File: src/rtl/simon_pkg.sv
// Shared types for the sequence playback block: FSM states, color index, tone table.
package simon_pkg;

   typedef enum logic [2:0] {
      ST_IDLE  = 3'd0,
      ST_FETCH = 3'd1,
      ST_LOAD  = 3'd2,
      ST_TONE  = 3'd3,
      ST_GAP   = 3'd4,
      ST_DONE  = 3'd5
   } state_t;

   typedef logic [1:0] color_t;

   localparam logic [9:0] GAME_TONES [4] = '{10'd415, 10'd310, 10'd252, 10'd209};

   // Tone frequency for a color index.
   function automatic logic [9:0] tone_of(input color_t c);
      return GAME_TONES[c];
   endfunction

endpackage

File: src/rtl/step_timer.sv
// Loadable down-counter with zero flag; holds at zero, load wins over decrement.
module step_timer #(
   parameter int TIMER_W = 26
) (
   input  logic               clk,
   input  logic               rst_n,
   input  logic               load_i,
   input  logic [TIMER_W-1:0] load_val_i,
   input  logic               dec_i,
   output logic               zero_o
);

   logic [TIMER_W-1:0] cnt_q;

   // Counter register: load, else count down toward zero.
   always_ff @(posedge clk) begin
      if (!rst_n)
         cnt_q <= '0;
      else if (load_i)
         cnt_q <= load_val_i;
      else if (dec_i && (cnt_q != '0))
         cnt_q <= cnt_q - 1'b1;
   end

   assign zero_o = (cnt_q == '0);

endmodule

File: src/rtl/seq_playback_ctrl.sv
// Plays sequence memory entries 0..len-1 as timed LED/tone steps separated by silent gaps.
module seq_playback_ctrl
   import simon_pkg::*;
#(
   parameter int ON_CYCLES  = 25_000_000,
   parameter int GAP_CYCLES = 12_500_000,
   parameter int TIMER_W    = 26
) (
   input  logic       clk,
   input  logic       rst_n,
   input  logic       start,
   input  logic       abort,
   input  logic [4:0] seq_length,
   output logic       mem_rd_en,
   output logic [4:0] mem_addr,
   input  logic [1:0] mem_data,
   output logic [3:0] led,
   output logic [9:0] frequency,
   output logic       busy,
   output logic       done
);

   localparam logic [TIMER_W-1:0] ON_LOAD  = TIMER_W'(ON_CYCLES - 1);
   localparam logic [TIMER_W-1:0] GAP_LOAD = TIMER_W'(GAP_CYCLES - 1);

   state_t     state_q, state_d;
   logic [4:0] idx_q, idx_d;
   logic [4:0] len_q, len_d;
   color_t     color_q, color_d;

   logic               tmr_load, tmr_dec, tmr_zero;
   logic [TIMER_W-1:0] tmr_val;

   step_timer #(.TIMER_W(TIMER_W)) u_timer (
      .clk        (clk),
      .rst_n      (rst_n),
      .load_i     (tmr_load),
      .load_val_i (tmr_val),
      .dec_i      (tmr_dec),
      .zero_o     (tmr_zero)
   );

   // State and datapath registers.
   always_ff @(posedge clk) begin
      if (!rst_n) begin
         state_q <= ST_IDLE;
         idx_q   <= '0;
         len_q   <= '0;
         color_q <= '0;
      end else begin
         state_q <= state_d;
         idx_q   <= idx_d;
         len_q   <= len_d;
         color_q <= color_d;
      end
   end

   // Next-state, timer control and outputs; outputs depend only on registered state.
   always_comb begin
      state_d   = state_q;
      idx_d     = idx_q;
      len_d     = len_q;
      color_d   = color_q;
      tmr_load  = 1'b0;
      tmr_dec   = 1'b0;
      tmr_val   = ON_LOAD;
      mem_rd_en = 1'b0;
      mem_addr  = '0;
      led       = '0;
      frequency = '0;
      busy      = (state_q != ST_IDLE);
      done      = 1'b0;

      case (state_q)
         ST_IDLE: begin
            if (start && !abort) begin
               len_d   = seq_length;
               idx_d   = '0;
               state_d = (seq_length != '0) ? ST_FETCH : ST_DONE;
            end
         end
         ST_FETCH: begin
            mem_rd_en = 1'b1;
            mem_addr  = idx_q;
            state_d   = ST_LOAD;
         end
         ST_LOAD: begin
            color_d  = mem_data;
            tmr_load = 1'b1;
            tmr_val  = ON_LOAD;
            state_d  = ST_TONE;
         end
         ST_TONE: begin
            led       = 4'b0001 << color_q;
            frequency = tone_of(color_q);
            if (tmr_zero) begin
               tmr_load = 1'b1;
               tmr_val  = GAP_LOAD;
               state_d  = ST_GAP;
            end else begin
               tmr_dec = 1'b1;
            end
         end
         ST_GAP: begin
            if (tmr_zero) begin
               if (idx_q == len_q - 5'd1) begin
                  state_d = ST_DONE;
               end else begin
                  idx_d   = idx_q + 5'd1;
                  state_d = ST_FETCH;
               end
            end else begin
               tmr_dec = 1'b1;
            end
         end
         ST_DONE: begin
            done    = 1'b1;
            state_d = ST_IDLE;
         end
         default: state_d = ST_IDLE;
      endcase

      // Abort beats start and timer expiry; abandon the step without side effects.
      if (abort && (state_q != ST_IDLE)) begin
         state_d  = ST_IDLE;
         idx_d    = idx_q;
         color_d  = color_q;
         tmr_load = 1'b0;
         tmr_dec  = 1'b0;
      end
   end

endmodule

File: config.mk
export PLATFORM = sky130hd
export DESIGN_NAME = seq_playback_ctrl
export DESIGN_NICKNAME = d
export VERILOG_FILES = /design/src/rtl/simon_pkg.sv /design/src/rtl/step_timer.sv /design/src/rtl/seq_playback_ctrl.sv
export SDC_FILE = /design/constraint.sdc
export NUM_CORES = 1
export LEC_CHECK = 0
export BUFFER_PORTS_ARGS = -buffer_cell sky130_fd_sc_hd__buf_4
export CORE_MARGIN = 1.5
export CORE_UTILIZATION = 45
export DETAILED_ROUTE_END_ITERATION = 16
export PLACE_DENSITY_LB_ADDON = 0.3
export SETUP_SLACK_MARGIN = 0.1
export SKIP_LAST_GASP = 1
export SLEW_MARGIN = 15
export SYNTH_ARGS = -nofsm -noshare
export SYNTH_HDL_FRONTEND = slang
export SYNTH_SLANG_ARGS = --single-unit
File: constraint.sdc
create_clock -name clk -period 4.13 [get_ports clk]
set_input_delay 0.826 -clock clk [delete_from_list [all_inputs] [get_ports clk]]
set_output_delay 0.826 -clock clk [all_outputs]
set_load 0.02 [all_outputs]
-- Word-level counts from Yosys, hierarchy flattened
Index checks and enable logic that the tools add are counted.
- register bits after elaboration: 41
- input port bits: 11
- logic and storage cells: 68
- output and inout bits: 22
- multiplexer cells: 28
- equality and inequality tests: 10
- add/subtract/negate cells: 3
- bitwise logic cells: 3
- reduce and logical (&&, ||, !) cells: 17
- shift operators: 1
- order comparisons: 1
- operators with widths (operator ; number):
    2-to-1 mux 26 bit ; 2
    2-to-1 mux 25 bit ; 2
    2-to-1 mux 10 bit ; 3
    zero test 26 bit ; 1
    nonzero test 26 bit ; 1
    subtractor 26 x 1 -> 26 bit (second input constant) ; 1
    binary-select mux 10 bit (select 2 bit) ; 1
    2-to-1 mux 5 bit ; 4
    2-to-1 mux 3 bit ; 5
    one-hot mux 3 bit (5 select lines) ; 1
    one-hot mux 5 bit (2 select lines) ; 1
    != test 2 bit (second input constant) ; 4
    2-to-1 mux 1 bit ; 7
    equality test 3 x 2 -> 1 bit (second input constant) ; 2
    equality test 3 bit (second input constant) ; 2
    adder 5 x 1 -> 5 bit (second input constant) ; 1
    equality test 5 bit ; 1
    AND reduction 5 bit ; 1
    nonzero test 5 bit ; 1
    subtractor 5 x 1 -> 5 bit (second input constant) ; 1
    2-to-1 mux 4 bit ; 1
    AND reduction 2 bit ; 2
    nonzero test 2 bit ; 2
    OR reduction 2 bit ; 2
    11 further kinds ; 14

-- Logic depth before layout (Yosys ltp)
- depth in word-level cells: 7
- gate-level depth with buffers: 10
- mapped depth without buffers: 8

-- Modules after synthesis
A second synthesis with hierarchy kept.
- cells, all modules: 330
- area total of the unflattened synthesis: 2647.5 µm²
- by module, submodules not included (module ; area each (µm²) ; instances ; cells each ; seq. area each (µm²)):
    step_timer ; 1531.5 ; 1 ; 192 ; 520.5
    seq_playback_ctrl ; 1116.1 ; 1 ; 138 ; 300.3

-- Worst setup path after synthesis
No wires, ideal clock.
- path kind: reg-to-output
- from: register state_q[0]
- to: output port mem_addr[0]
- required time: 3304 ps
- buffers on the path: 1
- data arrival time: 1724 ps
- slack: 1580 ps
- cell stages (with the launch flop): 4
- cell sequence: dfxtp_1 clkbuf_1 nor3b_1 and2_1
- word-level cells in the longest chain between the ends: 2
- ends and longest elaborated chain (item ; RTL line ; RTL):
    start, declared ; seq_playback_ctrl.sv:26 ; state_t state_q, state_d;
    start signal, assigned ; seq_playback_ctrl.sv:51 ; state_q <= state_d;
    equality test 3 x 1 -> 1 bit ; seq_playback_ctrl.sv:74 ; case (state_q)
    2-to-1 mux 5 bit ; seq_playback_ctrl.sv:74 ;
    end, declared ; seq_playback_ctrl.sv:15 ; output logic [4:0] mem_addr,
Every way passes these cells.

-- Final worst setup path
- from: register state_q[2]
- to: output port frequency[3]
- word-level cells in the longest chain between the ends: 2
- ends and longest elaborated chain (item ; RTL line ; RTL):
    equality test 3 x 2 -> 1 bit ; seq_playback_ctrl.sv:74 ;
    2-to-1 mux 10 bit ; seq_playback_ctrl.sv:74 ;
    end, declared ; seq_playback_ctrl.sv:18 ; output logic [9:0] frequency,
Every way passes these cells.

==> impl_metrics.yaml <==
worst_setup_path:
  worstSetupEndpointType: "output pin"
  worstSetupStartpointType: "register"
  worstSetupStartpoint: "state_q[2]"
  worstPathRequired_ns: 3.30
  cp_max_fo: 14
  crit_arrival_ns: 2.15
  path_class: "register to output pin"
  r2r-start: "u_timer.cnt_q[5]"
placement:
  portBuffers: 31
  gp_congestion: 0.878
  dpl.hpwl_um: 4430
  place_ws_ns: 1.43
  dp.cells: 410
detailed_routing:
  routed_via_density: 5.75
  drt_iter0_drc: 181
  vias: 2403
  wirelength_um: 6090
  ant_nets: 0
  post_drt_wl_per_cell_um: 14.6
  drc: 0
  dr.pass1.iters: 4
die:
  start_util_pct: 46.7
  design.core.area_mm2: 0.00551
  dieArea_mm2: 0.00618
  die_w_um: 78.6
  die_y_um: 78.6
  ios: 33
  rows: 27
clock_network:
  cts-resized-gates: 0
  h-tree-depth: 2
  cts-root-buf: "clkbuf_8"
  clk_latency_ns: 0.30
  post_cts_buffers: 0
  cts_buffer_depth: 2
  cts_tree: "done"
  cts_hold_buf: 0
  clock_sinks: 41
  numCtsBuffers: 5
  cts.clk_slew.worst_paths_ns: 0.08
global_route:
  grt.total_usage_pct: 20.9
  grt_pass1_vias: 2235
  grt_max_degree: 24
  grt-ovfl-total: 0
  antenna_found_initial: 0
  grt_first_pass_wirelength_um: 10300
power_and_ir_drop:
  intPower_mw: 0.611
  switchingPower_mw: 0.272
  p_comb_share_pct: 19.8
  seqPwrFrac_pct: 46.8
  power.density_mw_per_mm2: 302
  clkPwrFrac_pct: 33.4
  ir_drop_v: 0.000135
  p_leak_nw: 1.20
  swShare_pct: 30.8
sta:
  period_share_pct: 72.0
  finalHoldViolCount: 0
  min_period_ns: 2.97
  max_slew_margin_pct: 43.5
  slew_viol_final: 0
  skew_ns: 0.00798
  clock.fmax_mhz: 336
  worst_pin_slew_ns: 0.847
  fin_tns_setup_ns: 0
  rsz0062_at_grt: "false"
  fin_hold_ws_ns: 0.495
  fin_ws_ns: 1.16
  final-setup-viol-count: 0
synth:
  yosysWarnings: 0
  yosys-top-cells-area: "dfxtp_1, nor2_1, a21oi_1"
  ys_ff_latch: 41
  syn_nets: 343
  synth.top_cell.area_share_pct: 31.9
  yosysSeqAreaShare_pct: 31.9
  synth-edff-count: 0
  synthCells: 322
  yosysTopAreaCell: "dfxtp_1"
  ys_types: 53
  netlist_area_mm2: 0.00257
  async_reset_ff_share_pct: 0
  syn-mean-instance-area_um2: 7.99
  synth_ff_type: "dfxtp_1"
finish:
  drive_gt1_share_pct: 15.6
  nFillCells: 528
  final_cells: 418
  final_nets: 366
  syn2layout_area_growth_pct: 13.8
  diodes: 0
flow_run:
  maxCapViolCount: 0
worst_hold_path:
  min_path_type: "register to register"
  min_from: "u_timer.cnt_q[16]"
status:
  status: "completed"
## cells in the final DEF, fill, tap and decap left out, drive strengths merged, types with 2 or more instances in the layout
cell type / count
dfxtp: 41
nor2: 37
buf: 31
a21oi: 29
nand2: 19
nor3: 19
o21ai: 18
xnor2: 13
nor4: 12
inv: 11
and2: 10
nand4: 10
ha: 10
or3: 8
nand3: 8
xor2: 8
clkbuf: 7
mux2i: 6
or4: 6
nand2b: 5
and3: 4
o21a: 4
nor3b: 3
or2: 3
a21o: 2
o211a: 2
a32o: 2
or3b: 2
o221a: 2
## per-stage QoR
stage | utilization [%] | power, mW | area [um^2]
after detailed placement | 51.3 | 0.595 | 2820
after CTS | 53.1 | 0.886 | 2930
after global routing | 53.1 | 0.924 | 2930
after global placement | 51.3 | 0.594 | 2820
after floorplan | - | 0.558 | 2570
final | 53.1 | 0.883 | 2930
## layout make-up
type / count / area, um^2 / area share [%]
clock buffer: 7 / 96.3 / 3.29
inverter: 11 / 41.3 / 1.41
timing repair buffer: 31 / 233 / 7.96
tap: 72 / 90.1 / 3.08
multi-input combinational: 255 / 1640 / 56.0
sequential: 41 / 821 / 28.1
clock inverter: 1 / 5.00 / 0.171
## flip-flops by register name (all words and copies together) (netlist names)
signal / cells
u_timer.cnt_q: 26
len_q: 5
color_q: 2
state_q: 3
idx_q: 5
## per-layer routing
layer  global-route usage, %  part of all wire, %  vias to the layer above  wire length [um]
met4                    6.61                 0.92                        0                56
met3                    3.60                  6.2                        6               376
met2                    35.8                   47                       73              2840
met1                    26.5                   46                     1125              2810
li1                        -                    -                     1199                 -
met5                       0                    0                        -                 0
## critical path: stages, from the launching register on
cell and delay, ns:
dfxtp_1 0.56, nand3b_1 0.40, inv_1 0.22, and2_1 0.22, or2_2 0.29, buf_4 0.16
## kinds of logic after synthesis
family          share of synthesized area [%]
compound gates                           17.1
mux                                      2.34
buf+inv                                  4.33
simple gates                             32.2
flops                                    31.9
fa+ha+maj                                4.87
xor+xnor                                 7.15
other cells                             0.146
## power by group through the flow
stage	registers [mW]	logic, mW	clock network (mW)
6_report	0.413	0.175	0.294
5_1_grt	0.415	0.193	0.316
4_1_cts	0.413	0.173	0.300
3_5_place_dp	0.422	0.172	0
3_3_place_gp	0.422	0.171	0
2_1_floorplan	0.419	0.139	0
## Yosys cell counts (6+ instances only)
cell type  number
dfxtp_1        41
nor2_1         36
a21oi_1        26
nand2_1        19
nor3_1         18
xnor2_1        13
o21ai_0        12
inv_1          11
and2_1         10
clkbuf_1       10
ha_1           10
nand4_1        10
nor4_1          9
nand3_1         8
or3_1           8
xor2_1          8
mux2i_1         6
o21ai_1         6
## worst paths after layout
check | end | slack, ns | cells after the start
min reg2reg | u_timer.cnt_q[16] | 0.49 | 2
min | u_timer.cnt_q[16] | 0.49 | 2
max | frequency[3] | 1.16 | 5
max reg2reg | idx_q[4] | 1.37 | 6
Power figures use the tool's default switching activity.
